**config.mk**
```make
export PLATFORM = sky130hd
export DESIGN_NAME = dcache_miss_arbiter_flat
export DESIGN_NICKNAME = d
export VERILOG_FILES = /design/src/rtl/dcache_miss_arbiter_if.sv /design/src/rtl/dcache_miss_arbiter.sv /design/src/flat_wrapper.sv
export SDC_FILE = /design/constraint.sdc
export NUM_CORES = 1
export LEC_CHECK = 0
export CORE_ASPECT_RATIO = 0.9
export CORE_MARGIN = 3
export CORE_UTILIZATION = 41
export CTS_CLUSTER_DIAMETER = 50
export CTS_CLUSTER_SIZE = 8
export DETAILED_ROUTE_END_ITERATION = 6
export GPL_ROUTABILITY_DRIVEN = 0
export PLACE_DENSITY = 0.89
export SYNTH_ARGS = -nofsm -noshare
export SYNTH_HDL_FRONTEND = slang
export SYNTH_SLANG_ARGS = --single-unit
```
**constraint.sdc**
```tcl
create_clock -name clk -period 1.92 [get_ports clk]
set_input_delay 0.384 -clock clk [delete_from_list [all_inputs] [get_ports clk]]
set_output_delay 0.384 -clock clk [all_outputs]
set_load 0.03 [all_outputs]
```
**src/rtl/dcache_miss_arbiter_if.sv**
```systemverilog
// Miss/fill and shared memory port bundle for dcache_miss_arbiter.
// master = the arbiter, slave = the cores plus memory around it.
interface dcache_miss_arbiter_if #(
  parameter int unsigned ADDR_W = 13,
  parameter int unsigned TAG_W  = 5,
  parameter int unsigned LINE_W = 64
);
  logic              miss_req0, miss_req1;
  logic [ADDR_W-1:0] miss_addr0, miss_addr1;
  logic              vic_dirty0, vic_dirty1;
  logic [TAG_W-1:0]  vic_tag0, vic_tag1;
  logic [LINE_W-1:0] vic_line0, vic_line1;
  logic              miss_done0, miss_done1;
  logic [LINE_W-1:0] fill_line;
  logic [ADDR_W-3:0] mem_addr;
  logic              mem_re, mem_we;
  logic [LINE_W-1:0] mem_wdata;
  logic [LINE_W-1:0] mem_rdata;
  logic              mem_rdy;
  logic              busy;

  modport master (
    input  miss_req0, miss_req1, miss_addr0, miss_addr1,
           vic_dirty0, vic_dirty1, vic_tag0, vic_tag1, vic_line0, vic_line1,
           mem_rdata, mem_rdy,
    output miss_done0, miss_done1, fill_line, mem_addr, mem_re, mem_we,
           mem_wdata, busy
  );

  modport slave (
    output miss_req0, miss_req1, miss_addr0, miss_addr1,
           vic_dirty0, vic_dirty1, vic_tag0, vic_tag1, vic_line0, vic_line1,
           mem_rdata, mem_rdy,
    input  miss_done0, miss_done1, fill_line, mem_addr, mem_re, mem_we,
           mem_wdata, busy
  );
endinterface

```
**src/rtl/dcache_miss_arbiter.sv**
```systemverilog
// Round-robin miss sequencer for two Dcaches sharing one memory port:
// optional dirty-victim write-back, line fetch, then a one-cycle fill pulse.
module dcache_miss_arbiter #(
  parameter int unsigned ADDR_W = 13,
  parameter int unsigned TAG_W  = 5,
  parameter int unsigned LINE_W = 64
) (
  input  logic                  clk,
  input  logic                  rst_n,
  dcache_miss_arbiter_if.master bus
);
  localparam int unsigned LA_W  = ADDR_W - 2;
  localparam int unsigned IDX_W = ADDR_W - 2 - TAG_W;

  typedef enum logic [1:0] {S_IDLE, S_WB, S_FILL, S_DONE} state_e;

  state_e            state_q, state_d;
  logic              owner_q, owner_d;
  logic              rr_q, rr_d;
  logic [LA_W-1:0]   line_addr_q, line_addr_d;
  logic [LA_W-1:0]   vic_addr_q, vic_addr_d;
  logic [LINE_W-1:0] vic_line_q, vic_line_d;
  logic [LINE_W-1:0] fill_q, fill_d;
  logic [LA_W-1:0]   mem_addr_q, mem_addr_d;
  logic              mem_re_q, mem_re_d;
  logic              mem_we_q, mem_we_d;
  logic [LINE_W-1:0] mem_wdata_q, mem_wdata_d;
  logic              done0_q, done0_d;
  logic              done1_q, done1_d;
  logic              busy_q, busy_d;

  logic              req0, req1, sel;
  logic [ADDR_W-1:0] sel_addr;

  logic unused;
  assign unused = ^{bus.miss_addr0[1:0], bus.miss_addr1[1:0]};

  // The done pulse lands in the first IDLE cycle while its core still holds
  // req; masking that core avoids re-granting an already-served miss.
  assign req0     = bus.miss_req0 & ~done0_q;
  assign req1     = bus.miss_req1 & ~done1_q;
  assign sel      = (req0 & req1) ? rr_q : req1;
  assign sel_addr = sel ? bus.miss_addr1 : bus.miss_addr0;

  always_comb begin
    state_d     = state_q;
    owner_d     = owner_q;
    rr_d        = rr_q;
    line_addr_d = line_addr_q;
    vic_addr_d  = vic_addr_q;
    vic_line_d  = vic_line_q;
    fill_d      = fill_q;

    unique case (state_q)
      S_IDLE: begin
        if (req0 | req1) begin
          owner_d     = sel;
          rr_d        = ~sel;
          line_addr_d = sel_addr[ADDR_W-1:2];
          vic_addr_d  = sel ? {bus.vic_tag1, sel_addr[IDX_W+1:2]}
                            : {bus.vic_tag0, sel_addr[IDX_W+1:2]};
          vic_line_d  = sel ? bus.vic_line1 : bus.vic_line0;
          state_d     = (sel ? bus.vic_dirty1 : bus.vic_dirty0) ? S_WB : S_FILL;
        end
      end
      S_WB: begin
        if (bus.mem_rdy) state_d = S_FILL;
      end
      S_FILL: begin
        if (bus.mem_rdy) begin
          fill_d  = bus.mem_rdata;
          state_d = S_DONE;
        end
      end
      S_DONE: state_d = S_IDLE;
      default: state_d = S_IDLE;
    endcase

    // Outputs are registered, so they are decoded from the upcoming state.
    mem_we_d    = (state_d == S_WB);
    mem_re_d    = (state_d == S_FILL);
    mem_addr_d  = (state_d == S_WB)   ? vic_addr_d :
                  (state_d == S_FILL) ? line_addr_d : '0;
    mem_wdata_d = (state_d == S_WB) ? vic_line_d : '0;
    busy_d      = (state_d != S_IDLE);
    done0_d     = (state_q == S_DONE) & ~owner_q;
    done1_d     = (state_q == S_DONE) &  owner_q;
  end

  always_ff @(posedge clk) begin
    if (!rst_n) begin
      state_q     <= S_IDLE;
      owner_q     <= 1'b0;
      rr_q        <= 1'b0;
      line_addr_q <= '0;
      vic_addr_q  <= '0;
      vic_line_q  <= '0;
      fill_q      <= '0;
      mem_addr_q  <= '0;
      mem_re_q    <= 1'b0;
      mem_we_q    <= 1'b0;
      mem_wdata_q <= '0;
      done0_q     <= 1'b0;
      done1_q     <= 1'b0;
      busy_q      <= 1'b0;
    end else begin
      state_q     <= state_d;
      owner_q     <= owner_d;
      rr_q        <= rr_d;
      line_addr_q <= line_addr_d;
      vic_addr_q  <= vic_addr_d;
      vic_line_q  <= vic_line_d;
      fill_q      <= fill_d;
      mem_addr_q  <= mem_addr_d;
      mem_re_q    <= mem_re_d;
      mem_we_q    <= mem_we_d;
      mem_wdata_q <= mem_wdata_d;
      done0_q     <= done0_d;
      done1_q     <= done1_d;
      busy_q      <= busy_d;
    end
  end

  assign bus.miss_done0 = done0_q;
  assign bus.miss_done1 = done1_q;
  assign bus.fill_line  = fill_q;
  assign bus.mem_addr   = mem_addr_q;
  assign bus.mem_re     = mem_re_q;
  assign bus.mem_we     = mem_we_q;
  assign bus.mem_wdata  = mem_wdata_q;
  assign bus.busy       = busy_q;
endmodule

```
**src/flat_wrapper.sv**
```systemverilog
// flat-port wrapper written by rule: the top's interface ports become plain ports
module dcache_miss_arbiter_flat 
#(
  parameter int unsigned ADDR_W = 13,
  parameter int unsigned TAG_W  = 5,
  parameter int unsigned LINE_W = 64
)
  (clk, rst_n, bus_miss_req0, bus_miss_req1, bus_miss_addr0, bus_miss_addr1, bus_vic_dirty0, bus_vic_dirty1, bus_vic_tag0, bus_vic_tag1, bus_vic_line0, bus_vic_line1, bus_mem_rdata, bus_mem_rdy, bus_miss_done0, bus_miss_done1, bus_fill_line, bus_mem_addr, bus_mem_re, bus_mem_we, bus_mem_wdata, bus_busy);
  dcache_miss_arbiter_if #(.ADDR_W(ADDR_W), .TAG_W(TAG_W), .LINE_W(LINE_W)) bus_i ();
  input  logic clk;
  input  logic rst_n;
  input wire logic [$bits(bus_i.miss_req0)-1:0] bus_miss_req0;
  input wire logic [$bits(bus_i.miss_req1)-1:0] bus_miss_req1;
  input wire logic [$bits(bus_i.miss_addr0)-1:0] bus_miss_addr0;
  input wire logic [$bits(bus_i.miss_addr1)-1:0] bus_miss_addr1;
  input wire logic [$bits(bus_i.vic_dirty0)-1:0] bus_vic_dirty0;
  input wire logic [$bits(bus_i.vic_dirty1)-1:0] bus_vic_dirty1;
  input wire logic [$bits(bus_i.vic_tag0)-1:0] bus_vic_tag0;
  input wire logic [$bits(bus_i.vic_tag1)-1:0] bus_vic_tag1;
  input wire logic [$bits(bus_i.vic_line0)-1:0] bus_vic_line0;
  input wire logic [$bits(bus_i.vic_line1)-1:0] bus_vic_line1;
  input wire logic [$bits(bus_i.mem_rdata)-1:0] bus_mem_rdata;
  input wire logic [$bits(bus_i.mem_rdy)-1:0] bus_mem_rdy;
  output wire logic [$bits(bus_i.miss_done0)-1:0] bus_miss_done0;
  output wire logic [$bits(bus_i.miss_done1)-1:0] bus_miss_done1;
  output wire logic [$bits(bus_i.fill_line)-1:0] bus_fill_line;
  output wire logic [$bits(bus_i.mem_addr)-1:0] bus_mem_addr;
  output wire logic [$bits(bus_i.mem_re)-1:0] bus_mem_re;
  output wire logic [$bits(bus_i.mem_we)-1:0] bus_mem_we;
  output wire logic [$bits(bus_i.mem_wdata)-1:0] bus_mem_wdata;
  output wire logic [$bits(bus_i.busy)-1:0] bus_busy;
  assign bus_i.miss_req0 = bus_miss_req0;
  assign bus_i.miss_req1 = bus_miss_req1;
  assign bus_i.miss_addr0 = bus_miss_addr0;
  assign bus_i.miss_addr1 = bus_miss_addr1;
  assign bus_i.vic_dirty0 = bus_vic_dirty0;
  assign bus_i.vic_dirty1 = bus_vic_dirty1;
  assign bus_i.vic_tag0 = bus_vic_tag0;
  assign bus_i.vic_tag1 = bus_vic_tag1;
  assign bus_i.vic_line0 = bus_vic_line0;
  assign bus_i.vic_line1 = bus_vic_line1;
  assign bus_i.mem_rdata = bus_mem_rdata;
  assign bus_i.mem_rdy = bus_mem_rdy;
  assign bus_miss_done0 = bus_i.miss_done0;
  assign bus_miss_done1 = bus_i.miss_done1;
  assign bus_fill_line = bus_i.fill_line;
  assign bus_mem_addr = bus_i.mem_addr;
  assign bus_mem_re = bus_i.mem_re;
  assign bus_mem_we = bus_i.mem_we;
  assign bus_mem_wdata = bus_i.mem_wdata;
  assign bus_busy = bus_i.busy;
  dcache_miss_arbiter #(.ADDR_W(ADDR_W), .TAG_W(TAG_W), .LINE_W(LINE_W)) u_core (.clk(clk), .rst_n(rst_n), .bus(bus_i));
endmodule
```
# After elaboration in Yosys (flattened, before gate mapping)
# Index checks and enable logic that the tools add are counted.
# word_totals
word_cells	52
ff_bits	234
in_bits	235
output_inout_bits	144
# op_classes
reduce_logical	5
n_mux	18
eq_ne	5
bitwise_logic	10
# ops
op	n
$mux W64	3
$mux W11	7
$mux W13	1
$mux W2	4
$pmux W2 S4	1
$eq A2 B2 Y1 const B	3
$reduce_and A2 Y1	3
$and A1 B1 Y1	5
$eq A2 B1 Y1 const B	2
$not A1 Y1	4
$logic_not A2 Y1	1
$mux W1	2
$reduce_bool A2 Y1	1
$or A1 B1 Y1	1

# Longest topological paths before layout
# depth
depth_word	11
depth_mapped	7
ltp_nobuf	5

# Least setup slack after synthesis
# No wires, ideal clock.
# synth_path
path_type	reg2reg
start	register u_core.done0_q, in the netlist u_core.bus.miss_done0
end	register u_core.mem_addr_q[10], in the netlist u_core.bus.mem_addr[10]
arrival_time_ps	1690
path_buffers	1
stages_incl_launch_ff	7
slack_ps	113
setup_ps	117
path_cell_list	dfxtp_1 > or3b_4 > and3_4 > a21o_1 > a21o_1 > buf_6 > a22o_1
# synth_between
elab_chain_len	11
elab_cells_between_ends	19
cone_classes	eq/ne (2); mux (13); bitwise (4)
# synth_lines
element	line_no	text
start, declared	dcache_miss_arbiter.sv:28	logic done0_q, done0_d;
start signal, assigned	dcache_miss_arbiter.sv:118	done0_q <= done0_d;
$not A1 Y1 *	dcache_miss_arbiter.sv:40	assign req0 = bus.miss_req0 & ~done0_q;
$and A1 B1 Y1 *	dcache_miss_arbiter.sv:40	
$and A1 B1 Y1	dcache_miss_arbiter.sv:42	assign sel = (req0 & req1) ? rr_q : req1;
$mux W1	dcache_miss_arbiter.sv:42	
$mux W1	dcache_miss_arbiter.sv:63	state_d = (sel ? bus.vic_dirty1 : bus.vic_dirty0) ? S_WB : S_FILL;
$mux W2	dcache_miss_arbiter.sv:63	
$mux W2	dcache_miss_arbiter.sv:56	if (req0 | req1) begin
$pmux W2 S4	dcache_miss_arbiter.sv:54	unique case (state_q)
$eq A2 B2 Y1	dcache_miss_arbiter.sv:83	(state_d == S_FILL) ? line_addr_d : '0;
$mux W11	dcache_miss_arbiter.sv:83	
$mux W11 *	dcache_miss_arbiter.sv:82	mem_addr_d = (state_d == S_WB) ? vic_addr_d :
end signal, assigned	dcache_miss_arbiter.sv:114	mem_addr_q <= mem_addr_d;
end, declared	dcache_miss_arbiter.sv:24	logic [LA_W-1:0] mem_addr_q, mem_addr_d;
# Mark *: on every way between the ends. The rest lies on a longest branch, timed or not.
# A chain may end at the register's enable or synchronous reset.

# Final worst setup path
# layout_path
start	register u_core.fill_q[7], in the netlist u_core.bus.fill_line[7]
end	output bus_fill_line[7]
# layout_rtl
element	line_no	text
start, declared	dcache_miss_arbiter.sv:23	logic [LINE_W-1:0] fill_q, fill_d;
start signal, assigned	dcache_miss_arbiter.sv:113	fill_q <= fill_d;
end, declared	flat_wrapper.sv:26	output wire logic [$bits(bus_i.fill_line)-1:0] bus_fill_line;
# No word-level cell between the ends.

==> run metrics <==
H-Tree Level Count=2; Peak supply drop=0.684 mV; CTS tree=done; remaining global-route overflow=0; Post-CTS Setup Bufs=0; die area=0.0217 mm²; Worst Skew=0.00687 ns; top_reg_cell synth=dfxtp_1; DR DRC count=0; CTS Sinks=234; DR vias/cell=5.11; WP data arrival=1.51 ns; gr usage total=24.5%; final WL=27,600 µm; Synth Area in XOR/XNOR=0%; crit share post-route=98.5%; Cells after Synth=954; GR Util met2=43.7%; PwrDens=1110 mW/mm²; FF+latch count, synth=234; Layout fillers=1,455; crit-path max cell delay=0.69 ns; post-synth top area share=57.1%; Synth top cells by count=281 x nand2_1, 234 x dfxtp_1, 93 x a21oi_1; CTS clock-pin slew for the worst setup and hold paths=0.05 ns; worst-skew pair later-pin latency=0.48 ns; post-synthesis simple-gate area fraction=19.6%; CP Data Required Time=1.54 ns; post-synthesis adder-cell area fraction=0%; GR peak layer=met2; Post-Syn Area=0.00820 mm²; largest net degree at the start of global routing=66; Util after Layout=69.3%; top post-synthesis cells by area=dfxtp_1 57%, nand2_1 13%, a21oi_1 5.7%, a31oi_1 5.4%, and2_1 5.2%; Hold Buf Count CTS=0; fmax=529 MHz; Worst setup SP type=flop; Post-synth ARST share=0%; Synth area leader=dfxtp_1; hold path startpoint=rst_n; post-synthesis sequential area ratio=57.1%; Crit Path Class=flop to output port; Initial Util=42.3%; worst rel slew slack=72.0%; ratio of cells with drive above 1 in the final layout=7.29%; Post-synth EDFFs=0; area of the core=0.0194 mm²; via count=8,154; Worst Hold Class=input port to flop; CP delay by family, top=buffers and inverters; drt pass-1 iters=5; synth warn=0; M3 GR Usage=8.37%; CP max stage cell=clkdlybuf4s50_1; crit end category=output port; Final setup viols=0; Leakage=5.71 nW; status=complete, no violations; Clock Root Buffer=clkbuf_16; routed len/inst=17.3 µm; Routed Antenna Nets=0; Hold Vio Cnt, Final=0; worst setup path startpoint=u_core.bus.fill_line[7]$_SDFFE_PN0P_; Buffers on Ports=374; max cap viols=0; # nets final=1,575; number of global-route vias before repair=8,404; syn avg cell area=8.59 µm²; CTS Buf Count=35; met1 usage=25.7%; clock buffer depth=3; Cell Rows=48; WP buf/inv=1; mux share of post-synthesis cell area=0.732%; die width=155 µm; Starting DRT DRC Count=491; setup_tns=0 ns; chip height=140 µm; HPWL Detailed=19,800 µm; worst-path cell chain=clkdlybuf4s50_1; synth unique cells=32; Slew Viols, Final=0; first-pass GRT wire length=42,900 µm; leading cell type by number of instances after synthesis=nand2_1; Least-Margin Pin Slew=0.417 ns; main combinational cell family by area after synthesis=simple AND/OR/NAND/NOR gates; Syn Nets=1,189; post-layout min period=1.89 ns; Syn-to-layout area delta=64.0%; Reg2Reg Launch Point=u_core.bus.miss_done0$_SDFF_PN0_; Compound-Gate Fraction of Synth Area=18.5%; Crit Path Max Fanout=2; IO Count=379; initial antenna violation count=2
==> layer usage <==
metal  vias to the layer above  share of wire [%]
met4                         2                4.1
met5                         -              0.047
met1                      3764                 35
li1                       3955                  -
met2                       359                 50
met3                        74                9.9
==> metrics by stage <==
stage / std cells / hold WS [ns] / instance area (µm²) / total power, mW / setup slack, ns
after CTS: 1594 / 0.397 / 13400 / 15.1 / 0.00464
after global routing: 1595 / 0.418 / 13400 / 15.7 / -0.00266
final: 1595 / 0.424 / 13400 / 15.0 / 0.0297
after detailed placement: 1553 / 0.435 / 12400 / 9.68 / -0.392
after floorplan: 954 / 0.413 / 8200 / 7.84 / 0.113
after global placement: 1553 / 0.424 / 12400 / 9.59 / -0.382
==> flip-flops by register name (all words and copies together), names as in the netlist, 2 cells and up <==
name and cells:
u_core.bus.fill_line 64, u_core.bus.mem_wdata 64, u_core.vic_line_q 64, u_core.bus.mem_addr 11, u_core.line_addr_q 11, u_core.vic_addr_q 11, u_core.state_q 2
==> area by class of cell <==
class	instances	area (µm²)	area share, %
Tap cell	250	313	2.33
Multi-Input combinational cell	646	3200	23.8
Timing Repair Buffer	421	4280	31.8
Clock buffer	41	961	7.15
Inverter	2	7.51	0.0558
Sequential cell	234	4680	34.8
Antenna cell	1	2.50	0.0186
==> path summary, 6_finish.rpt <==
path | end | slack [ns] | cells after the start
min reg2reg | u_core.bus.miss_done0$_SDFF_PN0_ | 0.45 | 1
min | u_core.rr_q$_SDFFE_PN0P_ | 0.42 | 3
max | bus_fill_line[7] | 0.03 | 1
max reg2reg | u_core.bus.mem_wdata[10]$_SDFF_PN0_ | 0.13 | 7
==> kinds of logic (layout without fill, tap and decap cells) <==
| family | after synthesis | in the layout |
|---|---|---|
| simple gates | 372 | 372 |
| compound gates | 268 | 268 |
| flops | 234 | 234 |
| buf+inv | 74 | 464 |
| mux | 6 | 6 |
| other cells | 0 | 1 |
==> what timing repair did <==
| action | in CTS | in global routing |
|---|---|---|
| cloned | 0 | 0 |
| resized for setup | 13 | 28 |
| endpoints found under the setup margin | 13 | 31 |
==> cell usage in the layout, fill, tap and decap left out, types with 3 or more instances in the layout <==
cell	instances
a21boi_0	3
a21boi_1	3
a21oi_1	93
a22o_1	5
a31oi_1	71
and2_1	66
buf_12	11
buf_4	36
clkbuf_16	37
clkdlybuf4s50_1	333
dfxtp_1	234
dlygate4sd2_1	13
dlymetal6s2s_1	27
mux2i_1	6
nand2_1	280
nor2_1	10
nor2b_1	3
o21a_1	12
o21ai_0	74
==> power by group <==
group,internal (mW),switching [mW],leakage [nW]
Clock,3.45,1.94,0.473
Sequential,5.58,0.237,1.92
Combinational,1.68,2.09,3.32
Total,10.7,4.26,5.71
Note: power is estimated with default switching activity, not from simulation.
